==> config.mk <==
export PLATFORM = sky130hd
export DESIGN_NAME = hf_reader_rx_framer
export DESIGN_NICKNAME = d
export VERILOG_FILES = /design/src/rtl/hf_reader_rx_framer.sv
export SDC_FILE = /design/constraint.sdc
export NUM_CORES = 1
export LEC_CHECK = 0
export CAP_MARGIN = 10
export CORE_MARGIN = 8
export CORE_UTILIZATION = 30
export CTS_BUF_LIST = sky130_fd_sc_hd__clkbuf_8
export CTS_CLUSTER_SIZE = 28
export DETAILED_ROUTE_END_ITERATION = 6
export PLACE_DENSITY = 0.58
export SLEW_MARGIN = 20
export SYNTH_ARGS = -nofsm -noshare
export SYNTH_HDL_FRONTEND = slang
export SYNTH_SLANG_ARGS = --single-unit
==> constraint.sdc <==
create_clock -name osc_clk -period 6.7 [get_ports osc_clk]
set_input_delay 1.34 -clock osc_clk [delete_from_list [all_inputs] [get_ports osc_clk]]
set_output_delay 1.34 -clock osc_clk [all_outputs]
set_load 0.005 [all_outputs]
==> src/rtl/hf_reader_rx_framer.sv <==
// hf_reader_rx_framer: HF reader receive datapath for one channel.
// ADC samples pass through a gaussian-derivative edge filter. A windowed
// peak detector turns each bit window into one demodulated bit. A frame
// FSM gates the bits into words, and the words are serialised MSB-first on
// a simple SSP link. All flops update on the falling edge of osc_clk.
// Optional build macro: HF_RX_STRENGTH_EN adds the rx_strength output and
// sends it in place of idle (all-zero) SSP words.
module hf_reader_rx_framer #(
  parameter int ADC_W       = 8,
  parameter int BIT_PERIOD  = 16,
  parameter int WORD_BITS   = 8,
  parameter int RESET_PHASE = 3,
  parameter int EOF_WINDOWS = 4
) (
  input  logic             osc_clk,
  input  logic             nrst,
  input  logic [ADC_W-1:0] adc_d,
  input  logic [2:0]       mode,
  input  logic [7:0]       threshold,
  input  logic             ssp_dout,
  output logic             ssp_clk,
  output logic             ssp_frame,
  output logic             ssp_din,
  output logic             pwr_hi,
  output logic             curbit,
  output logic             rx_active
`ifdef HF_RX_STRENGTH_EN
  ,
  output logic [ADC_W+2:0] rx_strength
`endif
);

  localparam int PH_W  = $clog2(BIT_PERIOD);
  localparam int CNT_W = $clog2(BIT_PERIOD * WORD_BITS);
  localparam int F_W   = ADC_W + 3;
  localparam int CMP_W = F_W + 9;
  localparam logic [CNT_W-1:0] CNT_LAST = CNT_W'(BIT_PERIOD * WORD_BITS - 1);
  localparam logic [CNT_W-1:0] CNT_HALF = CNT_W'(BIT_PERIOD / 2);
  localparam logic [PH_W-1:0]  PH_CLOSE = PH_W'(RESET_PHASE);
  localparam logic [PH_W-1:0]  PH_HALF  = PH_W'(BIT_PERIOD / 2);
  localparam logic [3:0]       RUN_EOF  = 4'(EOF_WINDOWS);

  typedef enum logic {ST_IDLE, ST_RX} state_t;

  logic [CNT_W-1:0]      r_cnt;
  logic [PH_W-1:0]       w_phase;
  logic                  w_close;
  logic                  r_close_d;
  logic [ADC_W-1:0]      r_p1, r_p2, r_p3, r_p4;
  logic [F_W-1:0]        w_f_raw;
  logic signed [F_W-1:0] w_f;
  logic                  w_f_pos;
  logic signed [F_W-1:0] r_fall_max, r_rise_min;
  logic signed [CMP_W-1:0] w_fm_ext, w_rm_ext, w_thr_pos, w_thr_neg;
  logic                  w_detect;
  logic                  r_curbit;
  state_t                r_state, w_state_next;
  logic [3:0]            r_run, w_run_next;
  logic                  w_listen, w_enter, w_shift_bit;
  logic [WORD_BITS-1:0]  r_word_sr, r_shift, w_load_word;
  logic                  r_ssp_clk, r_ssp_frame, r_ssp_din;
  logic                  r_mod_q;

  assign w_phase = r_cnt[PH_W-1:0];
  assign w_close = (w_phase == PH_CLOSE);

  // Word-period counter; the bit phase is its low bits.
  always_ff @(negedge osc_clk) begin
    if (!nrst) begin
      r_cnt     <= '0;
      r_close_d <= 1'b0;
    end else begin
      r_cnt     <= (r_cnt == CNT_LAST) ? '0 : r_cnt + 1'b1;
      r_close_d <= w_close;
    end
  end

  // Four-deep sample history feeding the edge filter.
  always_ff @(negedge osc_clk) begin
    if (!nrst) begin
      r_p1 <= '0;
      r_p2 <= '0;
      r_p3 <= '0;
      r_p4 <= '0;
    end else begin
      r_p1 <= adc_d;
      r_p2 <= r_p1;
      r_p3 <= r_p2;
      r_p4 <= r_p3;
    end
  end

  // Unsigned arithmetic at F_W bits wraps to the correct two's complement.
  assign w_f_raw = {2'b00, r_p4, 1'b0} + {3'b000, r_p3}
                 - {2'b00, adc_d, 1'b0} - {3'b000, r_p1};
  assign w_f     = $signed(w_f_raw);
  assign w_f_pos = !w_f[F_W-1] && (w_f_raw != '0);

  assign w_fm_ext  = $signed({{(CMP_W-F_W){r_fall_max[F_W-1]}}, r_fall_max});
  assign w_rm_ext  = $signed({{(CMP_W-F_W){r_rise_min[F_W-1]}}, r_rise_min});
  assign w_thr_pos = $signed({{(CMP_W-8){1'b0}}, threshold});
  assign w_thr_neg = -w_thr_pos;
  assign w_detect  = (w_fm_ext > w_thr_pos) && (w_rm_ext < w_thr_neg);

  // Track edge extremes within a window and decide the bit at window close.
  always_ff @(negedge osc_clk) begin
    if (!nrst) begin
      r_fall_max <= '0;
      r_rise_min <= '0;
      r_curbit   <= 1'b0;
    end else if (w_close) begin
      r_curbit   <= w_detect;
      r_fall_max <= '0;
      r_rise_min <= '0;
    end else if (w_f_pos) begin
      if (w_f > r_fall_max) r_fall_max <= w_f;
    end else if (w_f < r_rise_min) begin
      r_rise_min <= w_f;
    end
  end

  // Frame state register and zero-run counter.
  always_ff @(negedge osc_clk) begin
    if (!nrst) begin
      r_state <= ST_IDLE;
      r_run   <= '0;
    end else begin
      r_state <= w_state_next;
      r_run   <= w_run_next;
    end
  end

  assign w_listen = (mode == 3'b000) || (mode == 3'b011);

  // Frame next-state: acts on the bit one cycle after each window close.
  always_comb begin
    w_state_next = r_state;
    w_run_next   = r_run;
    w_enter      = 1'b0;
    if (!w_listen) begin
      w_state_next = ST_IDLE;
    end else if (r_close_d) begin
      case (r_state)
        ST_IDLE: begin
          if (r_curbit) begin
            w_state_next = ST_RX;
            w_run_next   = '0;
            w_enter      = 1'b1;
          end
        end
        default: begin
          if (r_curbit) begin
            w_run_next = '0;
          end else begin
            w_run_next = r_run + 4'd1;
            if (r_run + 4'd1 == RUN_EOF) w_state_next = ST_IDLE;
          end
        end
      endcase
    end
  end

  // The frame-starting bit is packed as well as every bit inside the frame.
  assign w_shift_bit = r_curbit && ((r_state == ST_RX) || w_enter);

  // Word assembly, MSB first.
  always_ff @(negedge osc_clk) begin
    if (!nrst) r_word_sr <= '0;
    else if (r_close_d) r_word_sr <= {r_word_sr[WORD_BITS-2:0], w_shift_bit};
  end

`ifdef HF_RX_STRENGTH_EN
  localparam int STR_CAT = F_W + WORD_BITS;
  logic [F_W-1:0]     r_strength;
  logic [F_W-1:0]     w_p2p;
  logic [STR_CAT-1:0] w_str_cat;

  assign w_p2p     = r_fall_max - r_rise_min;
  assign w_str_cat = {r_strength, {WORD_BITS{1'b0}}};

  // Peak-to-peak edge strength captured at each window close.
  always_ff @(negedge osc_clk) begin
    if (!nrst) r_strength <= '0;
    else if (w_close) r_strength <= w_p2p;
  end

  assign rx_strength = r_strength;
  assign w_load_word = (r_state == ST_RX) ? r_word_sr
                                          : w_str_cat[STR_CAT-1 -: WORD_BITS];
`else
  assign w_load_word = r_word_sr;
`endif

  // SSP clock, frame strobe and serialiser.
  always_ff @(negedge osc_clk) begin
    if (!nrst) begin
      r_ssp_clk   <= 1'b0;
      r_ssp_frame <= 1'b0;
      r_ssp_din   <= 1'b0;
      r_shift     <= '0;
    end else begin
      if (w_phase == '0) r_ssp_clk <= 1'b1;
      else if (w_phase == PH_HALF) r_ssp_clk <= 1'b0;

      if (r_cnt == '0) r_ssp_frame <= 1'b1;
      else if (r_cnt == CNT_HALF) r_ssp_frame <= 1'b0;

      if (r_cnt == CNT_LAST) begin
        r_shift <= w_load_word;
      end else if (w_phase == '0) begin
        r_ssp_din <= r_shift[WORD_BITS-1];
        r_shift   <= {r_shift[WORD_BITS-2:0], 1'b0};
      end
    end
  end

  // Reader modulation bit from the ARM.
  always_ff @(negedge osc_clk) begin
    if (!nrst) r_mod_q <= 1'b0;
    else r_mod_q <= ssp_dout;
  end

  // The carrier itself is gated here, so osc_clk appears in the logic cone.
  assign pwr_hi = osc_clk & (((mode == 3'b100) & ~r_mod_q) | (mode == 3'b011));

  assign ssp_clk   = r_ssp_clk;
  assign ssp_frame = r_ssp_frame;
  assign ssp_din   = r_ssp_din;
  assign curbit    = r_curbit;
  assign rx_active = (r_state == ST_RX);

endmodule

==> results of run 1 <==
[worst max-delay path by stage]
| stage | start | end | slack [ns] |
|---|---|---|---|
| detailed placement | adc_d[3] | r_rise_min[9] | -2.25 |
| global route | adc_d[6] | r_fall_max[0] | -1.56 |
| global placement | adc_d[3] | r_fall_max[8] | -2.16 |
| finish | adc_d[3] | r_rise_min[6] | -1.43 |
| floorplan | adc_d[1] | r_rise_min[4] | -1.65 |
| CTS | adc_d[3] | r_fall_max[9] | -1.45 |
[final cells by class]
| type | count | area (µm²) | area share [%] |
|---|---|---|---|
| multi-input cells | 413 | 3790 | 50.1 |
| flip-flops and latches | 88 | 1760 | 23.3 |
| repair buffers | 109 | 910 | 12.0 |
| clock inverters | 95 | 399 | 5.28 |
| well taps | 229 | 287 | 3.79 |
| inverters | 74 | 280 | 3.71 |
| clock buffers | 10 | 136 | 1.80 |
[what timing repair did]
action,in CTS,in global routing
endpoints found under the setup margin,23,24
cloned,1,0
pin swaps,64,51
buffers inserted,11,6
resized for setup,93,38
[cell families (layout without fill, tap and decap cells)]
logic type,after synthesis,in the layout,share of synthesized area (%)
xor+xnor,20,20,3.53
fa+ha+maj,78,78,20.0
compound gates,117,117,15.7
mux,16,16,2.99
buf+inv,88,288,6.45
simple gates,182,182,18.4
flops,88,88,32.9
[sequential cells by signal, indices dropped and copies added, names as in the netlist, 4 cells and up]
register	cells
r_p4	8
r_word_sr	8
r_p2	8
r_shift	8
r_fall_max	11
r_rise_min	11
r_p3	8
r_cnt	7
r_p1	8
r_run	4
[worst max-delay path, stage by stage]
cell and delay (ns):
sky130_fd_sc_hd__buf_6 0.09, sky130_fd_sc_hd__fa_2 0.52, sky130_fd_sc_hd__inv_2 0.04, sky130_fd_sc_hd__fa_1 0.51, sky130_fd_sc_hd__ha_4 0.22, sky130_fd_sc_hd__a21o_4 0.24, sky130_fd_sc_hd__o21bai_4 0.20, sky130_fd_sc_hd__a311o_1 0.36
sky130_fd_sc_hd__nand2_2 0.09, sky130_fd_sc_hd__inv_2 0.05, sky130_fd_sc_hd__ha_4 0.16, sky130_fd_sc_hd__nor2_4 0.09, sky130_fd_sc_hd__nand2_2 0.06, sky130_fd_sc_hd__a2bb2oi_2 0.17, sky130_fd_sc_hd__and4_4 0.17, sky130_fd_sc_hd__a211o_4 0.36
sky130_fd_sc_hd__buf_12 0.15, sky130_fd_sc_hd__mux2i_2 0.18, sky130_fd_sc_hd__nor2_1 0.06
[layer usage]
metal / GRT usage, % / routed length (µm) / vias up
li1: - / - / 2415
met1: 13.6 / 5760 / 2252
met2: 20.2 / 6400 / 86
met3: 4.20 / 548 / 19
met4: 5.50 / 178 / 0
met5: 0 / 0 / -
[power breakdown]
part	switching [mW]	internal, mW	leakage (nW)
clock	0.334	0.243	0.592
combinational	0.508	0.558	2.21
sequential	0.0430	0.571	0.717
[placed cells by master, fill, tap and decap left out, types with 4 or more instances in the layout]
master and n:
sky130_fd_sc_hd__a211oi_2 5, sky130_fd_sc_hd__a21boi_0 9, sky130_fd_sc_hd__a21o_1 10, sky130_fd_sc_hd__a21oi_1 22
sky130_fd_sc_hd__a21oi_2 5, sky130_fd_sc_hd__a22oi_1 8, sky130_fd_sc_hd__and2_1 43, sky130_fd_sc_hd__and3_4 4
sky130_fd_sc_hd__buf_4 74, sky130_fd_sc_hd__buf_6 7, sky130_fd_sc_hd__clkbuf_2 6, sky130_fd_sc_hd__clkbuf_8 9
sky130_fd_sc_hd__clkdlybuf4s50_1 12, sky130_fd_sc_hd__dfxtp_1 88, sky130_fd_sc_hd__dlygate4sd2_1 4, sky130_fd_sc_hd__fa_1 10
sky130_fd_sc_hd__ha_1 49, sky130_fd_sc_hd__ha_4 13, sky130_fd_sc_hd__inv_1 154, sky130_fd_sc_hd__inv_2 8
sky130_fd_sc_hd__mux2i_1 13, sky130_fd_sc_hd__nand2_1 27, sky130_fd_sc_hd__nand2b_1 6, sky130_fd_sc_hd__nand3_1 13
sky130_fd_sc_hd__nand3_2 6, sky130_fd_sc_hd__nand4_1 5, sky130_fd_sc_hd__nor2_1 24, sky130_fd_sc_hd__nor2b_1 15
sky130_fd_sc_hd__nor4_2 4, sky130_fd_sc_hd__o21ai_0 7, sky130_fd_sc_hd__o21ai_1 6, sky130_fd_sc_hd__o21ai_2 7
sky130_fd_sc_hd__xnor2_1 8, sky130_fd_sc_hd__xor2_1 9
[per-stage QoR]
stage / instances / TNS (ns) / utilization, % / total power, mW
finish: 1018 / -30.33 / 42.7 / 2.26
global route: 1018 / -32.83 / 42.7 / 2.47
CTS: 1012 / -30.74 / 41.7 / 2.23
detailed placement: 898 / -48.87 / 36.7 / 1.54
global placement: 898 / -47.55 / 36.7 / 1.51
floorplan: 589 / -34.72 / - / 1.22
==> metrics.json, run 1 <==
{
  "die": {
    "coreArea_um2": 17700,
    "die_h_um": 150,
    "num_io_pins": 28,
    "die_outline_area_um2": 22400,
    "fp-row-count": 49,
    "start_util_pct": 30.2,
    "die-width_um": 150
  },
  "clock_network": {
    "cts.path.max_buffers": 2,
    "htree_num_levels": 3,
    "worstSkewPairLatency_ns": 0.41,
    "cts_root_buffer": "sky130_fd_sc_hd__clkbuf_8",
    "tritoncts": "done",
    "cts-buffers-inserted": 9,
    "cts.clk_slew.worst_paths_ns": 0.04,
    "cts_hold_buffers": 0
  },
  "worst_setup_path": {
    "end_kind": "flip-flop",
    "crit_required_ns": 3.63,
    "rr_worst_depth": 19,
    "worst_ep_arrival_time_ns": 5.06,
    "start_kind": "input pin",
    "rr_startpoint": "r_p3[4]",
    "crit_path_max_fanout": 6,
    "worst_r2r_endpoint": "r_rise_min[6]",
    "setup.worst_path.class": "in -> reg",
    "reg2reg_slack_ns": 2.54
  },
  "drt": {
    "vias_per_cell": 4.69,
    "antenna_left": 0,
    "detailed_route_wire_length_mm": 12.9,
    "vias": 4772,
    "drt_pass1_iterations": 4,
    "dr.first_iter.drc_count": 200,
    "remaining_drc_errors": 0,
    "wl_per_cell_um": 12.7
  },
  "sta": {
    "finalSetupViolations": 22,
    "worst_clock_skew_ns": 0.0217,
    "setup_repair_after_global_routing_missed_its_margin": "true",
    "max_slew.worst_pin.slew_ns": 0.804,
    "timing.final.max_slew_violations": 0,
    "worst_slew_margin_rel_pct": 46.2,
    "setup_ws_ns": -1.43,
    "hold_viol": 0,
    "finalHoldWorstSlack_ns": 0.423
  },
  "cells_and_area": {
    "antenna-diode-count": 0,
    "fillerInstances": 1695,
    "syn_to_final_growth_pct": 41.3,
    "final_layout_size_suffix_gt1_share_pct": 26.5,
    "fin_area_um2": 7560,
    "final_nets": 884
  },
  "power_and_ir_drop": {
    "pwr_density_cell_nw_per_um2": 299,
    "irDropWorstVdd_v": 0.000155,
    "static_leakage_nw": 3.52
  },
  "logic_synthesis": {
    "synth_cell_types": 65,
    "synth_common_cells": "88 x sky130_fd_sc_hd__dfxtp_1, 74 x sky130_fd_sc_hd__inv_1, 64 x sky130_fd_sc_hd__ha_1",
    "synth_nets": 688,
    "ys_seq_elements": 88,
    "asyncSetResetFlopFracSynth_pct": 0,
    "ys_dominant_reg_cell": "sky130_fd_sc_hd__dfxtp_1",
    "synth.yosys.warnings": 0,
    "yosys.area.top_type_share_pct": 32.9,
    "post_synth.cell_area_avg_um2": 9.08,
    "post-synth-top-area-cell": "sky130_fd_sc_hd__dfxtp_1",
    "post_synth_instance_area_um2": 5350,
    "yosysSeqAreaShare_pct": 32.9,
    "synth.most_common_cell": "sky130_fd_sc_hd__dfxtp_1",
    "synthTopCellsByArea": "sky130_fd_sc_hd__dfxtp_1 33%, sky130_fd_sc_hd__ha_1 15%, sky130_fd_sc_hd__inv_1 5.2%",
    "synth_enable_flop_cells": 0,
    "synth_cells": 589
  },
  "placement": {
    "dpl.hpwl_mm": 9.03,
    "gp_routability_congestion": 0.873,
    "setup_slack_placement_ns": -2.25,
    "port_buffers": 27,
    "detailed_place.area_um2": 6490
  },
  "min_path": {
    "hold_class": "reg -> reg",
    "min-delay-start": "r_p2[1]",
    "holdPathStages": 1,
    "whs_endpoint": "r_p3[1]"
  },
  "global_route": {
    "pin_count_of_the_biggest_net_entering_global_routing": 63,
    "grt_antenna_before_repair": 0,
    "grt_first_pass_wirelength_mm": 22.5,
    "grt_overflow": 0,
    "via_count_of_the_first_global_routing_pass": 5208,
    "globalRouteTotalUtil_pct": 12.1
  },
  "run_status": {
    "status": "finished, violations left",
    "violations_in_the_final_reports": "negative setup slack"
  },
  "flow_run": {
    "maxCapViolCount": 0
  }
}
Power figures use the tool's default switching activity.
==> inputs of run 2 (changes only) <==
Settings changed: PLACE_DENSITY 0.58 to unset.
==> run 2 against run 1 <==
The flow still finishes with violations (negative setup slack); register-to-register slack lost 0.02 ns; worst setup slack worse by 0.018 ns; count of clock-buffer cells in the layout unchanged; via count shrank 1.7%; sequential share of layout area shrank 0.29 points; die area unchanged; first-iteration DRC count shrank 30%; non-clock buffer count rose by 7; clock skew fell by 0.0035 ns; clock power grew 6.2%; sequential power hardly changed; highest routed layer unchanged.
==> metrics.json, run 2 (synthesis gave the netlist of run 1 again) <==
{
  "cells_and_area": {
    "fin_area": {"value": 7650, "unit": "µm²", "change": "+1.3%"},
    "final_layout_size_suffix_gt1_share": {"value": 26.6, "unit": "%", "change": "+0.077 points"},
    "top_regs": "r_fall_max: 11 flops, r_rise_min: 11 flops",
    "fillerInstances": {"value": 1732, "change": "+2.2%"},
    "most_common_cell_after_layout_fill_and_taps_aside": "sky130_fd_sc_hd__inv_1",
    "antenna-diode-count": {"value": 0, "change": "unchanged"},
    "final_nets": {"value": 892, "change": "+0.90%"},
    "syn_to_final_growth_pct": 43.1,
    "final_cell_mix": "152 x sky130_fd_sc_hd__inv_1, 88 x sky130_fd_sc_hd__dfxtp_1, 78 x sky130_fd_sc_hd__buf_4, 49 x sky130_fd_sc_hd__ha_1, 43 x sky130_fd_sc_hd__and2_1",
    "stdcell_count": {"value": 1027, "change": "+0.88%"}
  },
  "worst_setup_path": {
    "end_kind": "flip-flop",
    "reg2reg_slack": {"value": 2.52, "unit": "ns", "change": "-0.02 ns"},
    "timing.critical_path.slowest_cell_delay": {"value": 0.49, "unit": "ns", "change": "-0.03 ns"},
    "start_kind": "input pin",
    "cp.buffers_inverters": {"value": 5, "change": "+1"},
    "crit_path_max_fanout": {"value": 6, "change": "unchanged"},
    "rr_worst_depth": {"value": 21, "change": "+2"},
    "crit_path_top_delay_cell": "sky130_fd_sc_hd__fa_1",
    "setup.worst_path.class": "in -> reg",
    "crit_required": {"value": 3.64, "unit": "ns", "change": "about the same"},
    "worst-path-stages": {"value": 19, "change": "unchanged"},
    "cp_cell_sequence": "dlygate4sd2_1 -> fa_1 -> fa_1 -> inv_1 -> ha_4 -> or3_4 -> a221oi_4 -> or2_1 -> nand2_2 -> inv_2 -> ha_4 -> a21oi_2 -> nand3_2 -> o21ai_1 -> inv_1 -> a211o_4 -> buf_12 -> mux2i_1 -> nor2_1",
    "critical_path.top_delay_family": "adder cells",
    "worst_ep_arrival_time": {"value": 5.09, "unit": "ns", "change": "+0.03 ns"}
  },
  "flow_run": {
    "maxCapViolCount": {"value": 0, "change": "unchanged"}
  },
  "power_and_ir_drop": {
    "clock_power_share": {"value": 27.6, "unit": "%", "change": "+2.0 points"},
    "pwr_density_cell": {"value": 290, "unit": "nW/µm²", "change": "-2.8%"},
    "static_leakage": {"value": 3.59, "unit": "nW", "change": "+2.0%"},
    "irDropWorstVdd": {"value": 0.000119, "unit": "V", "change": "-23%"},
    "pwr-share-comb": {"value": 44.8, "unit": "%", "change": "-2.4 points"},
    "power.share.switching": {"value": 37.7, "unit": "%", "change": "-1.5 points"},
    "power_report.internal_total": {"value": 1.38, "unit": "mW", "change": "+0.80%"},
    "p_seq_share": {"value": 27.6, "unit": "%", "change": "+0.4 points"},
    "power_switching": {"value": 839, "unit": "µW", "change": "-5.2%"}
  },
  "clock_network": {
    "cts.clk_slew.worst_paths": {"value": 0.04, "unit": "ns", "change": "about the same"},
    "cts_root_buffer": "sky130_fd_sc_hd__clkbuf_8",
    "cts-buffers-inserted": {"value": 9, "change": "unchanged"},
    "tritoncts": "done",
    "cts_hold_buffers": {"value": 0, "change": "unchanged"},
    "worstSkewPairLatency": {"value": 0.41, "unit": "ns", "change": "about the same"},
    "htree_num_levels": {"value": 3, "change": "unchanged"},
    "cts.path.max_buffers": {"value": 2, "change": "unchanged"}
  },
  "drt": {
    "remaining_drc_errors": {"value": 0, "change": "unchanged"},
    "vias_per_cell": {"value": 4.57, "change": "-2.6%"},
    "detailed_route_wire_length": {"value": 11.7, "unit": "mm", "change": "-9.0%"},
    "antenna_left": {"value": 0, "change": "unchanged"},
    "wl_per_cell": {"value": 11.4, "unit": "µm", "change": "-9.8%"},
    "vias": {"value": 4690, "change": "-1.7%"},
    "dr.first_iter.drc_count": {"value": 141, "change": "-30%"},
    "drt_pass1_iterations": {"value": 4, "change": "unchanged"}
  },
  "sta": {
    "max_slew.worst_pin.slew": {"value": 0.808, "unit": "ns", "change": "+0.00422 ns"},
    "timing.final.max_slew_violations": {"value": 0, "change": "unchanged"},
    "setup_ws": {"value": -1.45, "unit": "ns", "change": "-0.0180 ns"},
    "worst_slew_margin_rel": {"value": 45.9, "unit": "%", "change": "-0.28 points"},
    "totalNegativeSetupSlack": {"value": -30.62, "unit": "ns", "change": "-0.295 ns"},
    "setup_repair_after_global_routing_missed_its_margin": "true",
    "hold_viol": {"value": 0, "change": "unchanged"},
    "worst_clock_skew": {"value": 0.0183, "unit": "ns", "change": "-0.00346 ns"},
    "finalHoldWorstSlack": {"value": 0.420, "unit": "ns", "change": "-0.00291 ns"},
    "finalSetupViolations": {"value": 22, "change": "unchanged"}
  },
  "global_route": {
    "grt_first_pass_wirelength": {"value": 21.1, "unit": "mm", "change": "-6.3%"},
    "grt_overflow": {"value": 0, "change": "unchanged"},
    "globalRouteTotalUtil": {"value": 11.2, "unit": "%", "change": "-0.85 points"},
    "grt_antenna_before_repair": {"value": 0, "change": "unchanged"},
    "pin_count_of_the_biggest_net_entering_global_routing": {"value": 64, "change": "+1.6%"},
    "via_count_of_the_first_global_routing_pass": {"value": 4995, "change": "-4.1%"}
  },
  "placement": {
    "dp.cells": {"value": 903, "change": "+0.56%"},
    "gp_routability_congestion": {"value": 0.763, "change": "-13%"},
    "setup_slack_placement": {"value": -2.28, "unit": "ns", "change": "-0.0296 ns"},
    "detailed_place.area": {"value": 6530, "unit": "µm²", "change": "+0.50%"},
    "port_buffers": {"value": 27, "change": "unchanged"},
    "dpl.hpwl": {"value": 8.35, "unit": "mm", "change": "-7.5%"}
  },
  "die": {
    "die_outline_area": {"value": 22400, "unit": "µm²", "change": "unchanged"},
    "die-width": {"value": 150, "unit": "µm", "change": "unchanged"},
    "die_h": {"value": 150, "unit": "µm", "change": "unchanged"},
    "coreArea": {"value": 17700, "unit": "µm²", "change": "unchanged"},
    "fp-row-count": {"value": 49, "change": "unchanged"},
    "start_util": {"value": 30.2, "unit": "%", "change": "unchanged"},
    "num_io_pins": {"value": 28, "change": "unchanged"}
  },
  "run_status": {
    "status": "finished, violations left",
    "violations_in_the_final_reports": "negative setup slack"
  },
  "min_path": {
    "holdPathStages": {"value": 1, "change": "unchanged"},
    "hold_class": "reg -> reg"
  }
}
-- run 2: timing repair --
action                                  in CTS  in global routing
gates cloned                                 2                  0
endpoints found under the setup margin      23                 24
setup buffers                               12                  6
pin swaps                                   63                 57
resized for setup                           86                 38
-- run 2: worst register-to-register path, delay by kind of cell (launching register included) --
kind | cells | cell delay (ns)
AO/OA/AOI/OAI | 5 | 1.22
adder cells (fa/ha/maj) | 4 | 1.45
buffers and inverters | 7 | 0.61
flip-flops | 1 | 0.31
multiplexers | 1 | 0.15
AND/OR/NAND/NOR | 4 | 0.30
-- run 2: power by group through the flow --
stage	clock network (mW)	logic, mW	registers, mW
CTS	0.646	0.927	0.613
global route	0.709	1.11	0.619
floorplan	0.0826	0.532	0.604
detailed placement	0.0853	0.803	0.617
global placement	0.0853	0.790	0.616
finish	0.613	0.996	0.613
-- run 2: per-layer routing --
metal / part of all wire, % / wire, µm / vias up / global-route usage (%)
li1: - / - / 2444 / -
met1: 50 / 5830 / 2168 / 13.2
met2: 46 / 5380 / 63 / 17.6
met3: 3.0 / 353 / 15 / 3.84
met4: 1.4 / 163 / 0 / 6.26
met5: 0 / 0 / - / 0
-- run 2: area by class of cell --
class	count	area [µm²]	share of cell area, %
multi-input cells	414	3770	49.2
flip-flops and latches	88	1760	23.0
repair buffers	116	1000	13.1
clock inverters	96	424	5.54
well taps	229	287	3.74
inverters	74	278	3.63
clock buffers	10	136	1.78
-- run 2: worst paths after layout --
| path | startpoint | endpoint |
|---|---|---|
| worst min register to register | r_p2[4] | r_p3[4] |
| worst max-delay path | adc_d[5] | r_rise_min[1] |
| worst min-delay path | r_p2[4] | r_p3[4] |
| worst max register to register | r_p3[4] | r_rise_min[1] |
-- run 2: metrics by stage --
step	power, mW	util, %
finish	2.22	43.2
global route	2.44	43.2
CTS	2.19	42.1
detailed placement	1.50	36.8
global placement	1.49	36.8
floorplan	1.22	-
==> inputs of run 3 (changes only) <==
Settings changed: CORE_ASPECT_RATIO set to 0.7.
==> run 3 against run 2 <==
Combinational power is 9% higher; count of clock-buffer cells in the layout stayed put; largest cell class unchanged; first-iteration DRC count is 83% higher; total power is 2.3% higher; highest routed layer unchanged; clock skew is 0.0062 ns higher; the flow still finishes with violations (negative setup slack); utilization is 0.051 points higher.
==> metrics.json, run 3 (synthesis gave the netlist of run 1 again) <==
{
  "run_status": {
    "status": "finished, violations left",
    "violations_in_the_final_reports": "negative setup slack"
  },
  "placement": {
    "port_buffers": {"value": 27, "change": "unchanged"},
    "detailed_place.area": {"value": 6560, "unit": "µm²", "change": "+0.52%"},
    "dpl.hpwl": {"value": 8.65, "unit": "mm", "change": "+3.5%"},
    "dp.cells": {"value": 915, "change": "+1.3%"},
    "gp_routability_congestion": {"value": 0.773, "change": "+1.4%"}
  },
  "worst_setup_path": {
    "setup.worst_path.class": "in -> reg",
    "critical_path.top_delay_family": "adder cells",
    "worst_ep_arrival_time": {"value": 5.15, "unit": "ns", "change": "+0.06 ns"},
    "cp_cell_sequence": "buf_6 -> fa_2 -> inv_2 -> fa_1 -> ha_4 -> buf_4 -> and3_4 -> a221oi_4 -> xnor2_2 -> ha_1 -> and3_4 -> a221o_1 -> a31oi_1 -> maj3_2 -> o21a_4 -> nor4_4 -> a31o_2",
    "crit_path_top_delay_cell": "sky130_fd_sc_hd__fa_2",
    "critical_path.most_common_cell": "sky130_fd_sc_hd__and3_4",
    "timing.critical_path.slowest_cell_delay": {"value": 0.52, "unit": "ns", "change": "+0.03 ns"},
    "crit_required": {"value": 3.64, "unit": "ns", "change": "about the same"},
    "cp.buffers_inverters": {"value": 3, "change": "-2"},
    "crit_path_max_fanout": {"value": 5, "change": "-1"},
    "start_kind": "input pin",
    "end_kind": "flip-flop"
  },
  "power_and_ir_drop": {
    "irDropWorstVdd": {"value": 0.000151, "unit": "V", "change": "+27%"},
    "pwr_density_cell": {"value": 296, "unit": "nW/µm²", "change": "+2.0%"},
    "static_leakage": {"value": 3.66, "unit": "nW", "change": "+1.9%"},
    "power": {"value": 2.27, "unit": "mW", "change": "+2.3%"}
  },
  "clock_network": {
    "cts_root_buffer": "sky130_fd_sc_hd__clkbuf_8",
    "tritoncts": "done",
    "cts.clk_slew.worst_paths": {"value": 0.03, "unit": "ns", "change": "about the same"},
    "cts.path.max_buffers": {"value": 2, "change": "unchanged"},
    "htree_num_levels": {"value": 3, "change": "unchanged"},
    "cts-buffers-inserted": {"value": 9, "change": "unchanged"},
    "worstSkewPairLatency": {"value": 0.41, "unit": "ns", "change": "about the same"},
    "cts_hold_buffers": {"value": 0, "change": "unchanged"}
  },
  "global_route": {
    "pin_count_of_the_biggest_net_entering_global_routing": {"value": 48, "change": "-25%"},
    "grt_most_used_layer": "met2",
    "grtUsageMet1": {"value": 15.2, "unit": "%", "change": "+2.0 points"},
    "globalRouteMet3Util": {"value": 4.15, "unit": "%", "change": "+0.31 points"},
    "grt_overflow": {"value": 0, "change": "unchanged"},
    "grt_antenna_before_repair": {"value": 0, "change": "unchanged"},
    "globalRouteTotalUtil": {"value": 11.2, "unit": "%", "change": "-0.049 points"},
    "via_count_of_the_first_global_routing_pass": {"value": 4745, "change": "-5.0%"},
    "globalRouteMet2Util": {"value": 15.2, "unit": "%", "change": "-2.4 points"},
    "grt_first_pass_wirelength": {"value": 21.1, "unit": "mm", "change": "+0.13%"}
  },
  "drt": {
    "vias": {"value": 4685, "change": "-0.11%"},
    "wl_per_cell": {"value": 11.9, "unit": "µm", "change": "+4.7%"},
    "drt_pass1_iterations": {"value": 4, "change": "unchanged"},
    "vias_per_cell": {"value": 4.48, "change": "-1.9%"},
    "dr.first_iter.drc_count": {"value": 258, "change": "+83%"},
    "antenna_left": {"value": 0, "change": "unchanged"},
    "detailed_route_wire_length": {"value": 12.5, "unit": "mm", "change": "+6.6%"},
    "remaining_drc_errors": {"value": 0, "change": "unchanged"}
  },
  "cells_and_area": {
    "most_common_cell_after_layout_fill_and_taps_aside": "sky130_fd_sc_hd__inv_1",
    "syn_to_final_growth_pct": 43.5,
    "final_nets": {"value": 904, "change": "+1.3%"},
    "stdcell_count": {"value": 1046, "change": "+1.9%"},
    "fin_area": {"value": 7680, "unit": "µm²", "change": "+0.29%"},
    "antenna-diode-count": {"value": 0, "change": "unchanged"},
    "final_layout_size_suffix_gt1_share": {"value": 27.2, "unit": "%", "change": "+0.59 points"},
    "final_cell_mix": "155 x sky130_fd_sc_hd__inv_1, 94 x sky130_fd_sc_hd__buf_4, 88 x sky130_fd_sc_hd__dfxtp_1, 49 x sky130_fd_sc_hd__ha_1, 43 x sky130_fd_sc_hd__and2_1",
    "top_regs": "r_fall_max: 11 flops, r_rise_min: 11 flops"
  },
  "sta": {
    "setup_repair_after_global_routing_missed_its_margin": "true",
    "timing.final.max_slew_violations": {"value": 0, "change": "unchanged"},
    "worst_slew_margin_rel": {"value": 47.1, "unit": "%", "change": "+1.2 points"},
    "hold_viol": {"value": 0, "change": "unchanged"},
    "worst_clock_skew": {"value": 0.0245, "unit": "ns", "change": "+0.00621 ns"},
    "totalNegativeSetupSlack": {"value": -31.46, "unit": "ns", "change": "-0.838 ns"},
    "max_slew.worst_pin.slew": {"value": 0.791, "unit": "ns", "change": "-0.0172 ns"},
    "finalSetupViolations": {"value": 22, "change": "unchanged"},
    "setup_ws": {"value": -1.51, "unit": "ns", "change": "-0.0604 ns"}
  },
  "die": {
    "die_outline_area": {"value": 22400, "unit": "µm²", "change": "+0.30%"},
    "die_h": {"value": 128, "unit": "µm", "change": "-15%"},
    "die-width": {"value": 176, "unit": "µm", "change": "+17%"},
    "fp-row-count": {"value": 41, "change": "-16%"},
    "coreArea": {"value": 17700, "unit": "µm²", "change": "+0.18%"},
    "start_util": {"value": 30.1, "unit": "%", "change": "-0.053 points"},
    "num_io_pins": {"value": 28, "change": "unchanged"}
  },
  "min_path": {
    "hold_class": "reg -> reg"
  },
  "flow_run": {
    "maxCapViolCount": {"value": 0, "change": "unchanged"}
  }
}
[run 3: final timing paths]
kind / startpoint / end / slack [ns] / cells after the start
hold / removal: r_p2[2] / r_p3[2] / 0.42 / 1
hold reg to reg: r_p2[2] / r_p3[2] / 0.42 / 1
setup reg to reg: r_p3[4] / r_fall_max[8] / 2.46 / 17
setup / recovery: adc_d[3] / r_fall_max[8] / -1.51 / 17
[run 3: routing by layer]
| layer | routed length [µm] | up-vias |
|---|---|---|
| met1 | 6780 | 2123 |
| met5 | 0 | - |
| met2 | 5100 | 89 |
| li1 | - | 2460 |
| met3 | 523 | 13 |
| met4 | 102 | 0 |
[run 3: timing repair]
item,in CTS,in global routing
setup endpoints to repair,24,24
gates cloned,2,1
pin swaps,50,54
gates resized for setup,80,39
buffers inserted,21,4
[run 3: area by class of cell]
cell class	count	area (µm²)
repair buffers	128	1040
clock inverters	96	392
flip-flops and latches	88	1760
well taps	236	295
inverters	74	278
fillers	1789	10100
multi-input cells	414	3770
clock buffers	10	136
[run 3: through the flow]
step / worst slack (ns) / hold slack, ns / util, %
after floorplan: -1.65 / 0.412 / -
after global placement: -2.32 / 0.414 / 37.0
after global routing: -1.62 / 0.436 / 43.3
after CTS: -1.52 / 0.428 / 42.3
after detailed placement: -2.36 / 0.419 / 37.0
final: -1.51 / 0.424 / 43.3
[run 3: power breakdown]
part,total [mW],internal (mW),switching [mW],leakage [nW]
Combinational,1.09,0.591,0.502,2.34
Sequential,0.614,0.571,0.0429,0.717
Clock,0.565,0.240,0.325,0.605
